==> src/rtl/lcd_cmd_arbiter.sv <==
// Two-requester arbiter in front of the LCD controller handshake.
// Round-robin per burst; each word is start, wait-done, then settle.
module lcd_cmd_arbiter #(
   parameter int DLY_W     = 18,
   parameter int SHORT_DLY = 63166,
   parameter int LONG_DLY  = 200000
) (
   input  logic       iCLK,
   input  logic       iRST_N,
   input  logic       req0_valid,
   input  logic [8:0] req0_data,
   input  logic       req0_last,
   output logic       req0_ready,
   input  logic       req1_valid,
   input  logic [8:0] req1_data,
   input  logic       req1_last,
   output logic       req1_ready,
   output logic       ctrl_Start,
   output logic       ctrl_RS,
   output logic [7:0] ctrl_DATA,
   input  logic       ctrl_Done,
   output logic       owner,
   output logic       locked,
   output logic       busy
);

   typedef enum logic [1:0] {
      S_IDLE,
      S_WAIT,
      S_DELAY
   } state_t;

   localparam logic [DLY_W-1:0] SHORT_M1 = DLY_W'(SHORT_DLY - 1);
   localparam logic [DLY_W-1:0] LONG_M1  = DLY_W'(LONG_DLY - 1);

   state_t           state_q, state_d;
   logic             owner_q, owner_d;
   logic             locked_q, locked_d;
   logic             prio_q, prio_d;
   logic             last_q, last_d;
   logic             long_q, long_d;
   logic             start_q, start_d;
   logic             rs_q, rs_d;
   logic [7:0]       data_q, data_d;
   logic [DLY_W-1:0] dly_q, dly_d;

   logic       rdy0, rdy1;
   logic [8:0] word;
   logic       wlast;

   always_ff @(posedge iCLK) begin
      if (!iRST_N) begin
         state_q  <= S_IDLE;
         owner_q  <= 1'b0;
         locked_q <= 1'b0;
         prio_q   <= 1'b0;
         last_q   <= 1'b0;
         long_q   <= 1'b0;
         start_q  <= 1'b0;
         rs_q     <= 1'b0;
         data_q   <= 8'h00;
         dly_q    <= '0;
      end else begin
         state_q  <= state_d;
         owner_q  <= owner_d;
         locked_q <= locked_d;
         prio_q   <= prio_d;
         last_q   <= last_d;
         long_q   <= long_d;
         start_q  <= start_d;
         rs_q     <= rs_d;
         data_q   <= data_d;
         dly_q    <= dly_d;
      end
   end

   // Grant: locked owner only, else the single valid one, else the pointer.
   always_comb begin
      rdy0 = 1'b0;
      rdy1 = 1'b0;
      if (iRST_N && state_q == S_IDLE) begin
         if (locked_q) begin
            rdy0 = !owner_q && req0_valid;
            rdy1 = owner_q && req1_valid;
         end else if (req0_valid && req1_valid) begin
            rdy0 = !prio_q;
            rdy1 = prio_q;
         end else begin
            rdy0 = req0_valid;
            rdy1 = req1_valid;
         end
      end
   end

   assign word  = rdy1 ? req1_data : req0_data;
   assign wlast = rdy1 ? req1_last : req0_last;

   always_comb begin
      state_d  = state_q;
      owner_d  = owner_q;
      locked_d = locked_q;
      prio_d   = prio_q;
      last_d   = last_q;
      long_d   = long_q;
      start_d  = start_q;
      rs_d     = rs_q;
      data_d   = data_q;
      dly_d    = dly_q;
      unique case (state_q)
         S_IDLE: begin
            if (rdy0 || rdy1) begin
               rs_d     = word[8];
               data_d   = word[7:0];
               last_d   = wlast;
               long_d   = !word[8] && (word[7:2] == 6'd0)
                          && (word[1:0] != 2'd0);
               owner_d  = rdy1;
               locked_d = 1'b1;
               start_d  = 1'b1;
               state_d  = S_WAIT;
            end
         end
         S_WAIT: begin
            if (ctrl_Done) begin
               start_d = 1'b0;
               dly_d   = '0;
               state_d = S_DELAY;
            end
         end
         S_DELAY: begin
            dly_d = dly_q + DLY_W'(1);
            if (dly_q == (long_q ? LONG_M1 : SHORT_M1)) begin
               state_d = S_IDLE;
               if (last_q) begin
                  locked_d = 1'b0;
                  prio_d   = !owner_q;
               end
            end
         end
         default: state_d = S_IDLE;
      endcase
   end

   assign req0_ready = rdy0;
   assign req1_ready = rdy1;
   assign ctrl_Start = start_q;
   assign ctrl_RS    = rs_q;
   assign ctrl_DATA  = data_q;
   assign owner      = owner_q;
   assign locked     = locked_q;
   assign busy       = (state_q != S_IDLE) || locked_q;

endmodule

==> config.mk <==
export PLATFORM = sky130hd
export DESIGN_NAME = lcd_cmd_arbiter
export DESIGN_NICKNAME = d
export VERILOG_FILES = /design/src/rtl/lcd_cmd_arbiter.sv
export SDC_FILE = /design/constraint.sdc
export NUM_CORES = 1
export LEC_CHECK = 0
export CAP_MARGIN = 30
export CELL_PAD_IN_SITES_DETAIL_PLACEMENT = 0
export CELL_PAD_IN_SITES_GLOBAL_PLACEMENT = 1
export CORE_MARGIN = 4
export CORE_UTILIZATION = 25
export CTS_CLUSTER_SIZE = 12
export DETAILED_ROUTE_END_ITERATION = 6
export PLACE_DENSITY = 0.6
export SYNTH_ARGS = -nofsm -noshare
export SYNTH_HDL_FRONTEND = slang
export SYNTH_SLANG_ARGS = --single-unit
export TNS_END_PERCENT = 50
==> constraint.sdc <==
create_clock -name iCLK -period 1.6 [get_ports iCLK]
set_input_delay 0.32 -clock iCLK [delete_from_list [all_inputs] [get_ports iCLK]]
set_output_delay 0.32 -clock iCLK [all_outputs]
set_load 0.02 [all_outputs]
======== After elaboration in Yosys (flattened, before gate mapping) ========
Index checks and enable logic that the tools add are counted.
word-level totals
  register bits ........................... 35
  bits of input ports ..................... 25
  output and inout port bits .............. 15
  word-level logic and storage cells ...... 63
operators by class
  $add $sub $neg .......................... 1
  equality and inequality tests ........... 7
  multiplexer cells ....................... 21
  reductions and logical operators ........ 24
operators with widths
  kind                   number
  $mux 18                2
  $pmux 18 s2            1
  $add 18x1->18 const B  1
  $eq 18x18->1           1
  $mux 1                 11
  $reduce_bool 2->1      5
  $mux 9                 1
  $reduce_and 3->1       3
  $logic_and 1x1->1      6
  $logic_not 6->1        1
  $mux 2                 3
  $ne 2x2->1 const B     3
  $pmux 2 s3             1
  $pmux 1 s2             2
  $reduce_and 2->1       2
  $reduce_and 4->1       1
  $logic_not 1->1        3
  $eq 2x1->1 const B     1
  $eq 2x2->1 const B     1
  $logic_not 2->1        1
  $logic_or 1x1->1       2
  $ne 2x1->1 const B     1

======== Longest topological paths before layout ========
Gate-level depths: netlist of run 1.
  depth after elaboration ................. 8
  mapped depth ............................ 5
  gate-level depth less buffers ........... 5

======== Worst setup path before layout of run 1 ========
OpenSTA, ideal clock, no wires.
  path kind ............................... register to output
  from .................................... register locked_q, in the netlist locked
  to ...................................... output req1_ready
  arrival ................................. 1.457 ns
  required time ........................... 1.280 ns
  setup slack ............................. -0.177 ns
  stages on the path, launching flop included .. 5
  cells stage by stage .................... dfxtp_1 > or3b_2 > nand4_1 > clkbuf_1 > inv_1
between the ends
  cells in the longest elaborated chain, start to end .. 2
RTL lines
  what                    line  source
  start, declared         38    logic locked_q, locked_d;
  start signal, assigned  66    locked_q <= locked_d;
  $mux 1                  82    if (locked_q) begin
  $mux 1                  81    if (iRST_N && state_q == S_IDLE) begin
  end, declared           17    output logic req1_ready,
No other way between the ends.

======== Worst setup path after layout of run 1 ========
Same ends and word-level chain as after synthesis.

==> results of run 1 <==
==> worst max-delay path: stages (launching register included) <==
cell	delay, ns
dfxtp_2	0.33
or3b_4	0.39
nand4_1	0.19
inv_1	0.08
buf_6	0.13
==> layout make-up <==
class,instances,share of cell area [%]
Multi-Input combinational cell,169,39.23
Timing Repair Buffer,110,30.54
Sequential cell,35,22.49
Tap cell,96,3.678
Clock buffer,6,2.529
Clock inverter,2,1.073
Inverter,4,0.4598
==> Yosys cell counts, types with 2 or more instances <==
| master | number | area [µm²] |
|---|---|---|
| a31o_2 | 3 | 26.28 |
| o31ai_1 | 3 | 22.52 |
| nand4_1 | 6 | 37.54 |
| nor2b_1 | 2 | 12.51 |
| a31oi_1 | 4 | 25.02 |
| nand2b_1 | 6 | 37.54 |
| clkbuf_1 | 8 | 30.03 |
| or4_1 | 5 | 37.54 |
| a311oi_1 | 3 | 26.28 |
| a21oi_1 | 20 | 100.1 |
| or2_0 | 2 | 12.51 |
| mux2i_1 | 14 | 140.1 |
| nand3_1 | 12 | 60.06 |
| nand3b_1 | 3 | 22.52 |
| o21ai_0 | 15 | 75.07 |
| nor2_1 | 11 | 41.29 |
| nor3_1 | 3 | 15.01 |
| inv_1 | 4 | 15.01 |
| a21o_1 | 2 | 15.01 |
| nor4b_1 | 3 | 26.28 |
| nor4_1 | 4 | 25.02 |
| or3_1 | 6 | 37.54 |
| dfxtp_1 | 35 | 700.7 |
| nand2_1 | 21 | 78.83 |
| or2_2 | 2 | 12.51 |
| o211a_1 | 2 | 20.02 |
==> registers in the layout, summed over array words and instances (netlist names) <==
name / cells
locked: 1
last_q: 1
prio_q: 1
ctrl_Start: 1
dly_q: 18
owner: 1
ctrl_RS: 1
ctrl_DATA: 8
long_q: 1
state_q: 2
==> where the power goes <==
| part | internal (mW) | switching, mW | leakage (nW) |
|---|---|---|---|
| clock | 0.505 | 0.348 | 0.0612 |
| combinational | 0.350 | 0.300 | 0.998 |
| sequential | 0.918 | 0.0323 | 0.294 |
| total | 1.77 | 0.680 | 1.35 |
==> timing repair <==
item | CTS | global route
resized for setup | 67 | 35
pin swaps | 14 | 9
gates cloned | 0 | 1
setup buffers | 7 | 3
endpoints found under the setup margin | 25 | 18
==> cell families after synthesis <==
group / Yosys count / synth area share [%]
and+or+nand+nor: 94 / 28.82
AOI/OAI and AO/OA: 60 / 21.08
DFF: 35 / 38.70
buffers and inverters: 14 / 2.971
muxes: 14 / 7.740
adders and majority gates: 1 / 0.6910
==> layer usage <==
layer / GRT usage [%] / share of wire (%) / up-vias
met5: 0 / 0 / -
met4: 5.983 / 1.8 / 0
met3: 2.333 / 3.3 / 6
met2: 23.34 / 47 / 33
met1: 18.84 / 48 / 981
li1: - / - / 1037
==> stage by stage <==
stage / power (mW) / utilization, % / hold WS, ns / setup WS, ns / std cells
3_5_place_dp: 1.563 / 40.22 / 0.4804 / -0.7823 / 404
6_report: 2.453 / 47.28 / 0.4896 / -0.1232 / 422
4_1_cts: 2.429 / 44.64 / 0.4944 / -0.1357 / 418
2_1_floorplan: 1.221 / - / 0.4430 / -0.05677 / 218
3_3_place_gp: 1.564 / 40.22 / 0.4689 / -0.8064 / 404
5_1_grt: 2.565 / 47.28 / 0.5226 / -0.1737 / 422
==> final timing paths <==
check	startpoint	to	slack, ns	cells after the start
worst max register to register	dly_q[15]$_SDFFE_PN0P_	prio_q$_SDFFE_PN0P_	-0.08	5
worst max-delay path	locked$_SDFFE_PN0P_	req1_ready	-0.12	4
worst min register to register	ctrl_Start$_SDFFE_PN0P_	ctrl_Start$_SDFFE_PN0P_	0.49	1
worst min-delay path	ctrl_Start$_SDFFE_PN0P_	ctrl_Start$_SDFFE_PN0P_	0.49	1
==> results.yml, run 1 <==
die:
  die_h_um: 93.10
  initial_core_util_pct: 26.21
  ioPinCount: 40
  rows: 30
  dieArea_um2: 8668
  die_x_um: 93.10
  core_um2: 6907
final_layout:
  post-route-cell-area_um2: 3266
  drive_above_1_share_pct: 42.64
  final_common_cell: "buf_4"
  final_nets: 351
  final_cell_mix: "buf_4, clkdlybuf4s50_1, nand2_1, a21oi_1, dfxtp_1"
  area_growth_pct: 80.37
  final-seq-area_um2: 734.5
  multiInputGateArea_um2: 1281
  fillers: 698
  diodes: 0
sta:
  tns_ns: -0.2323
  max_slew_margin_pct: 77.52
  period_needed_ns: 1.723
  fin_worst_skew_ns: 0.004333
  min_period_over_period_pct: 107.7
  worstMarginPinSlew_ns: 0.3278
  finalHoldViolCount: 0
  grt_setup_unrepaired: "yes"
  slew_viol_final: 0
  clock.fmax_mhz: 580.3
  setup-violations-final: 4
  post-route-worst-setup-slack_ns: -0.1232
synthesis:
  synth_nets: 244
  ys_seq_area_share_pct: 38.70
  yosys_warnings: 0
  async_reset_ff_share_pct: 0
  synth.distinct_cells: 45
  synth-seq-cells: 35
  avgSynthCellArea_um2: 8.305
  mappedNetlistArea_um2: 1810
  synthCells: 218
  synth_edf_count: 0
  synth_top_flop_cell: "dfxtp_1"
route:
  routedWlPerCell_um: 14.81
  drtPass1Iterations: 4
  drtAntennaViolNets: 0
  drt_first_iter_violations: 93
  wl_um: 6251
  drc: 0
  num_vias: 2057
  vias_per_cell: 4.874
grt:
  grt_pass1_vias: 2017
  grt_max_degree: 26
  grt_pass1_wl_um: 9922
  grtUsageTotal_pct: 14.36
  antenna_found_initial: 0
  grt-ovfl-total: 0
pwr:
  power.density_nw_per_um2: 751.2
  p_leak_nw: 1.354
  power.ir.vdd_worst_v: 0.0002800
worst_setup_path:
  cp.arrival_ns: 1.40
  start_kind: "register"
  worstSetupPathType: "register to output port"
  path_max_fanout: 2
  crit_path_end_kind: "output port"
  crit_required_ns: 1.28
clock_tree:
  root_buffer: "clkbuf_8"
  cts_tree: "done"
  clock_path_buffers: 2
  htree_num_levels: 2
  clock-sinks: 35
  path_clk_slew_ns: 0.08
  hold_buffers: 0
  clk_latency_ns: 0.29
  numCtsBuffers: 5
placed_design:
  placed_cell_area_um2: 2778
  dpl.hpwl_um: 4425
  gp_congestion: 0.8027
  portBuffers: 39
outcome:
  violations: "negative setup slack"
  status: "complete, but fails checks"
min_path:
  min_path_type: "register to register"
flow_run:
  cap_violations: 0
Note: power is estimated with default switching activity, not from simulation.
==> run 2, diff against run 1 <==
--- a/config.mk
+++ b/config.mk
@@ -8,11 +8,10 @@
 export CAP_MARGIN = 30
 export CELL_PAD_IN_SITES_DETAIL_PLACEMENT = 0
 export CELL_PAD_IN_SITES_GLOBAL_PLACEMENT = 1
-export CORE_MARGIN = 4
 export CORE_UTILIZATION = 25
 export CTS_CLUSTER_SIZE = 12
 export DETAILED_ROUTE_END_ITERATION = 6
-export PLACE_DENSITY = 0.6
+export PLACE_DENSITY = 0.57
 export SYNTH_ARGS = -nofsm -noshare
 export SYNTH_HDL_FRONTEND = slang
 export SYNTH_SLANG_ARGS = --single-unit
==> constraint.sdc (replaced) <==
create_clock -name iCLK -period 1.8 [get_ports iCLK]
set_input_delay 0.36 -clock iCLK [delete_from_list [all_inputs] [get_ports iCLK]]
set_output_delay 0.36 -clock iCLK [all_outputs]
set_load 0.02 [all_outputs]
==> run 2 against run 1 <==
The run now ends clean. Count of clock-buffer cells in the layout stayed put. Clock skew shrank 0.0016 ns. Design area shrank 16%. Non-clock buffer count is 31 lower. Sequential share of layout area increased by 3.3 points. Hold slack got worse by 0.016 ns. Global-route usage rose by 1.0 points. Die area shrank 12%. First-iteration DRC count is 32% lower. Critical path depth is the same. Largest cell class unchanged. Highest routed layer unchanged.
==> results.yml, run 2 (synthesis gave the netlist of run 1 again) <==
clock_tree:
  root_buffer: "clkbuf_8"
  htree_num_levels: 2
  clock_path_buffers: 2
  numCtsBuffers: 5
  path_clk_slew_ns: 0.07
  hold_buffers: 0
  clk_latency_ns: 0.29
  cts_tree: "done"
  clock-sinks: 35
die:
  ioPinCount: 40
  initial_core_util_pct: 26.21
  core_um2: 6907
  die_h_um: 87.10
  dieArea_um2: 7586
  die_x_um: 87.10
  rows: 30
final_layout:
  drive_above_1_share_pct: 23.39
  fillers: 745
  final_cell_mix: "buf_4, clkdlybuf4s50_1, dfxtp_1"
  final_nets: 320
  stdcell_count: 391
  diodes: 0
  largest-register: "dly_q"
  final_common_cell: "buf_4"
  area_growth_pct: 51.69
  largest_reg_flops: 18
route:
  wl_um: 5622
  drtAntennaViolNets: 0
  vias_per_cell: 5.033
  drt_first_iter_violations: 63
  num_vias: 1968
  drtPass1Iterations: 4
  drc: 0
  routedWlPerCell_um: 14.38
pwr:
  swShare_pct: 26.24
  power.ir.vdd_worst_v: 0.0003434
  power.density_nw_per_um2: 800.2
  internal-power_mw: 1.621
  clockPowerShare_pct: 39.4
  power.share.sequential_pct: 38.6
  combPwrFrac_pct: 22.0
  p_leak_nw: 1.085
  p_switching_mw: 0.5767
worst_setup_path:
  timing.rr.start: "dly_q[0]$_SDFFE_PN0P_"
  cp.arrival_ns: 1.40
  cp_top_family: "simple AND/OR/NAND/NOR gates"
  cpMaxStageDelayCell: "or3b_4"
  start_kind: "register"
  cp_num_buf_inv: 2
  r2r-end: "dly_q[10]$_SDFFE_PN0P_"
  r2r_cells: 5
  worstSetupPathType: "register to output port"
  crit_chain: "or3b_4, nand4_1, inv_1, buf_6"
  crit_required_ns: 1.44
  ff2ff_setup_slack_ns: 0.09
  critPathMaxStageDelay_ns: 0.39
  path_max_fanout: 2
  crit_path_end_kind: "output port"
grt:
  grt-ovfl-total: 0
  grtUsageTotal_pct: 15.36
  grt_max_degree: 26
  grt_pass1_wl_um: 8914
  antenna_found_initial: 0
  grt_pass1_vias: 1750
sta:
  min_period_over_period_pct: 97.54
  worstMarginPinSlew_ns: 0.4654
  grt_setup_unrepaired: "yes"
  period_needed_ns: 1.756
  max_slew_margin_pct: 68.73
  slew_viol_final: 0
  finalHoldViolCount: 0
  fin_worst_skew_ns: 0.002723
  setup-violations-final: 0
  tns_ns: 0
  clock.fmax_mhz: 569.6
outcome:
  status: "finished clean"
min_path:
  holdPathStages: 1
  holdPathEnd: "dly_q[3]$_SDFFE_PN0P_"
  min_path_type: "register to register"
  holdCritStartpoint: "dly_q[3]$_SDFFE_PN0P_"
placed_design:
  portBuffers: 39
  place_inst: 383
  gp_congestion: 0.7302
  dpl.hpwl_um: 4101
flow_run:
  cap_violations: 0
==> run 2: power by group through the flow <==
stage / Sequential, mW / Clock, mW / Combinational (mW)
floorplan: 0.912 / 0 / 0.171
global placement: 0.863 / 0 / 0.491
detailed placement: 0.864 / 0 / 0.491
CTS: 0.849 / 0.892 / 0.491
global route: 0.855 / 0.937 / 0.522
finish: 0.848 / 0.866 / 0.484
==> run 2: layout make-up <==
type,instances,area (µm²),share of cell area (%)
clock buffers,6,72.57,2.642
clock inverters,2,60.06,2.187
inverters,4,15.01,0.5467
multi-input cells,169,1087,39.59
flip-flops and latches,35,709.4,25.83
well taps,96,120.1,4.374
repair buffers,79,681.9,24.83
==> run 2: per-stage QoR <==
step                      util [%]  power [mW]  hold slack, ns  area [µm²]  setup WS (ns)
after floorplan                  -       1.083          0.4430        1812        0.03154
after global placement       37.39       1.355          0.4699        2582        -0.6963
after detailed placement     37.39       1.355          0.4722        2582        -0.6869
after CTS                    39.42       2.232          0.4907        2723       0.002706
after global routing         39.76       2.314          0.5116        2746       -0.03559
final                        39.76       2.198          0.4738        2746        0.04435
==> run 2: worst max path at each step <==
| stage | slack [ns] | startpoint | cells past startpoint | end |
|---|---|---|---|---|
| after global routing | -0.04 | dly_q[0]$_SDFFE_PN0P_ | 5 | dly_q[10]$_SDFFE_PN0P_ |
| after detailed placement | -0.69 | iRST_N | 5 | req1_ready |
| after CTS | 0.003 | state_q[1]$_SDFFE_PN0P_ | 3 | busy |
| after floorplan | 0.03 | locked$_SDFFE_PN0P_ | 4 | req0_ready |
| after global placement | -0.70 | iRST_N | 5 | req1_ready |
| final | 0.04 | prio_q$_SDFFE_PN0P_ | 4 | req1_ready |
==> run 2: what timing repair did <==
action | in CTS | in global routing
endpoints found under the setup margin | 6 | 10
pin swaps | 1 | 0
resized for setup | 18 | 14
buffers inserted | 0 | 0
==> run 2: layer usage <==
metal / vias up / share of wire [%] / track usage [%]
met1: 945 / 48 / 20.77
met3: 6 / 3.8 / 3.128
met5: - / 0 / 0
met4: 0 / 1.4 / 5.216
met2: 35 / 46 / 24.34
li1: 982 / - / -
==> run 3, diff against run 2 <==
--- a/config.mk
+++ b/config.mk
@@ -6,12 +6,10 @@
 export NUM_CORES = 1
 export LEC_CHECK = 0
 export CAP_MARGIN = 30
-export CELL_PAD_IN_SITES_DETAIL_PLACEMENT = 0
-export CELL_PAD_IN_SITES_GLOBAL_PLACEMENT = 1
 export CORE_UTILIZATION = 25
 export CTS_CLUSTER_SIZE = 12
 export DETAILED_ROUTE_END_ITERATION = 6
-export PLACE_DENSITY = 0.57
+export PLACE_DENSITY = 0.45
 export SYNTH_ARGS = -nofsm -noshare
 export SYNTH_HDL_FRONTEND = slang
 export SYNTH_SLANG_ARGS = --single-unit
==> run 3 against run 2 <==
Design area shrank 2.1%. Core utilization shrank 0.83 points. Via count shrank 2.4%. Sequential power is essentially flat. First-iteration DRC count grew 38%. Cell count shrank 1.3%. Worst setup slack lost 0.011 ns. Largest power group is now sequential cells.
==> results.yml, run 3 (synthesis gave the netlist of run 1 again) <==
grt:
  grt-ovfl-total: 0
  grt_pass1_wl_um: 8542
  grt_max_degree: 26
  antenna_found_initial: 0
  grt_pass1_vias: 1743
  grtUsageTotal_pct: 14.93
route:
  drtAntennaViolNets: 0
  drc: 0
  num_vias: 1921
  drt_first_iter_violations: 87
  drtPass1Iterations: 4
  routedWlPerCell_um: 14.35
  vias_per_cell: 4.977
  wl_um: 5539
final_layout:
  stdcell_count: 386
  largest-register: "dly_q"
  final_nets: 315
  largest_reg_flops: 18
  final_cell_mix: "buf_4, clkdlybuf4s50_1, dfxtp_1"
  diodes: 0
  final_common_cell: "buf_4"
  drive_above_1_share_pct: 21.38
  post-route-cell-area_um2: 2689
  fin_util_pct: 38.93
  area_growth_pct: 48.51
  fillers: 759
sta:
  worstMarginPinSlew_ns: 0.4817
  period_needed_ns: 1.766
  post-route-worst-setup-slack_ns: 0.03357
  fin_worst_skew_ns: 0.008781
  min_period_over_period_pct: 98.14
  clock.fmax_mhz: 566.1
  max_slew_margin_pct: 67.64
  finalHoldViolCount: 0
  grt_setup_unrepaired: "yes"
  setup-violations-final: 0
  tns_ns: 0
  slew_viol_final: 0
  fin_hold_ws_ns: 0.4931
worst_setup_path:
  crit_chain: "or3b_4, nand4_1, inv_1, buf_6"
  cp_top_family: "simple AND/OR/NAND/NOR gates"
  cp.arrival_ns: 1.41
  start_kind: "register"
  cp_num_buf_inv: 2
  path_max_fanout: 2
  crit_required_ns: 1.44
  crit_cells: 4
  r2r_cells: 5
  worstSetupPathType: "register to output port"
  crit_path_end_kind: "output port"
  critPathMaxStageDelay_ns: 0.39
  cpMaxStageDelayCell: "or3b_4"
die:
  initial_core_util_pct: 26.21
  core_um2: 6907
  die_h_um: 87.10
  dieArea_um2: 7586
  ioPinCount: 40
  rows: 30
  die_x_um: 87.10
placed_design:
  gp_congestion: 0.7843
  place_inst: 378
  placed_cell_area_um2: 2545
  pre_cts_ws_ns: -0.6640
  dpl.hpwl_um: 4097
  portBuffers: 39
pwr:
  power.density_nw_per_um2: 774.4
  power.ir.vdd_worst_v: 0.0003600
  p_leak_nw: 1.041
  power_mw: 2.082
clock_tree:
  numCtsBuffers: 5
  clk_latency_ns: 0.29
  cts_setup_buffers: 0
  root_buffer: "clkbuf_8"
  hold_buffers: 0
  clock_path_buffers: 2
  cts_tree: "done"
  path_clk_slew_ns: 0.08
  clock-sinks: 35
  htree_num_levels: 2
outcome:
  status: "finished clean"
flow_run:
  cap_violations: 0
min_path:
  min_path_type: "register to register"
  holdPathStages: 1
==> run 3: changes by cell type in the layout (fill, tap and decap cells not counted), sizes merged <==
cell	delta
dlymetal6s2s	-1
buf	-5
clkdlybuf4s50	+1
clkinv	+1
bufinv	-1
==> run 3: cell type report <==
cell class,instances,area [µm²],share of cell area [%]
clock buffer,6,82.58,3.071
clock inverter,2,35.03,1.303
inverter,4,15.01,0.5584
multi-input combinational,169,1089,40.48
sequential,35,705.7,26.24
tap,96,120.1,4.467
timing repair buffer,74,641.9,23.87
==> run 3: report_power, final <==
group          leakage, nW  internal, mW  switching (mW)
registers            0.287         0.821          0.0269
logic                0.693         0.244           0.236
clock network       0.0612         0.449           0.307
total                 1.04          1.51           0.569
==> run 3: final timing paths <==
| path | from | end | slack, ns |
|---|---|---|---|
| setup reg to reg | dly_q[0]$_SDFFE_PN0P_ | dly_q[10]$_SDFFE_PN0P_ | 0.08 |
| hold reg to reg | dly_q[3]$_SDFFE_PN0P_ | dly_q[3]$_SDFFE_PN0P_ | 0.49 |
| setup / recovery | prio_q$_SDFFE_PN0P_ | req1_ready | 0.03 |
| hold / removal | dly_q[3]$_SDFFE_PN0P_ | dly_q[3]$_SDFFE_PN0P_ | 0.49 |
==> run 3: routing by layer <==
| metal | GRT usage (%) | vias to the layer above | part of all wire, % |
|---|---|---|---|
| li1 | - | 961 | - |
| met1 | 20.65 | 917 | 47 |
| met2 | 22.91 | 37 | 48 |
| met3 | 3.128 | 6 | 4.0 |
| met4 | 5.365 | 0 | 1.4 |
| met5 | 0 | - | 0 |
==> run 3: repair_timing <==
| action | CTS | global route |
|---|---|---|
| pin swaps | 1 | 1 |
| setup endpoints to repair | 5 | 6 |
| gates resized for setup | 16 | 10 |
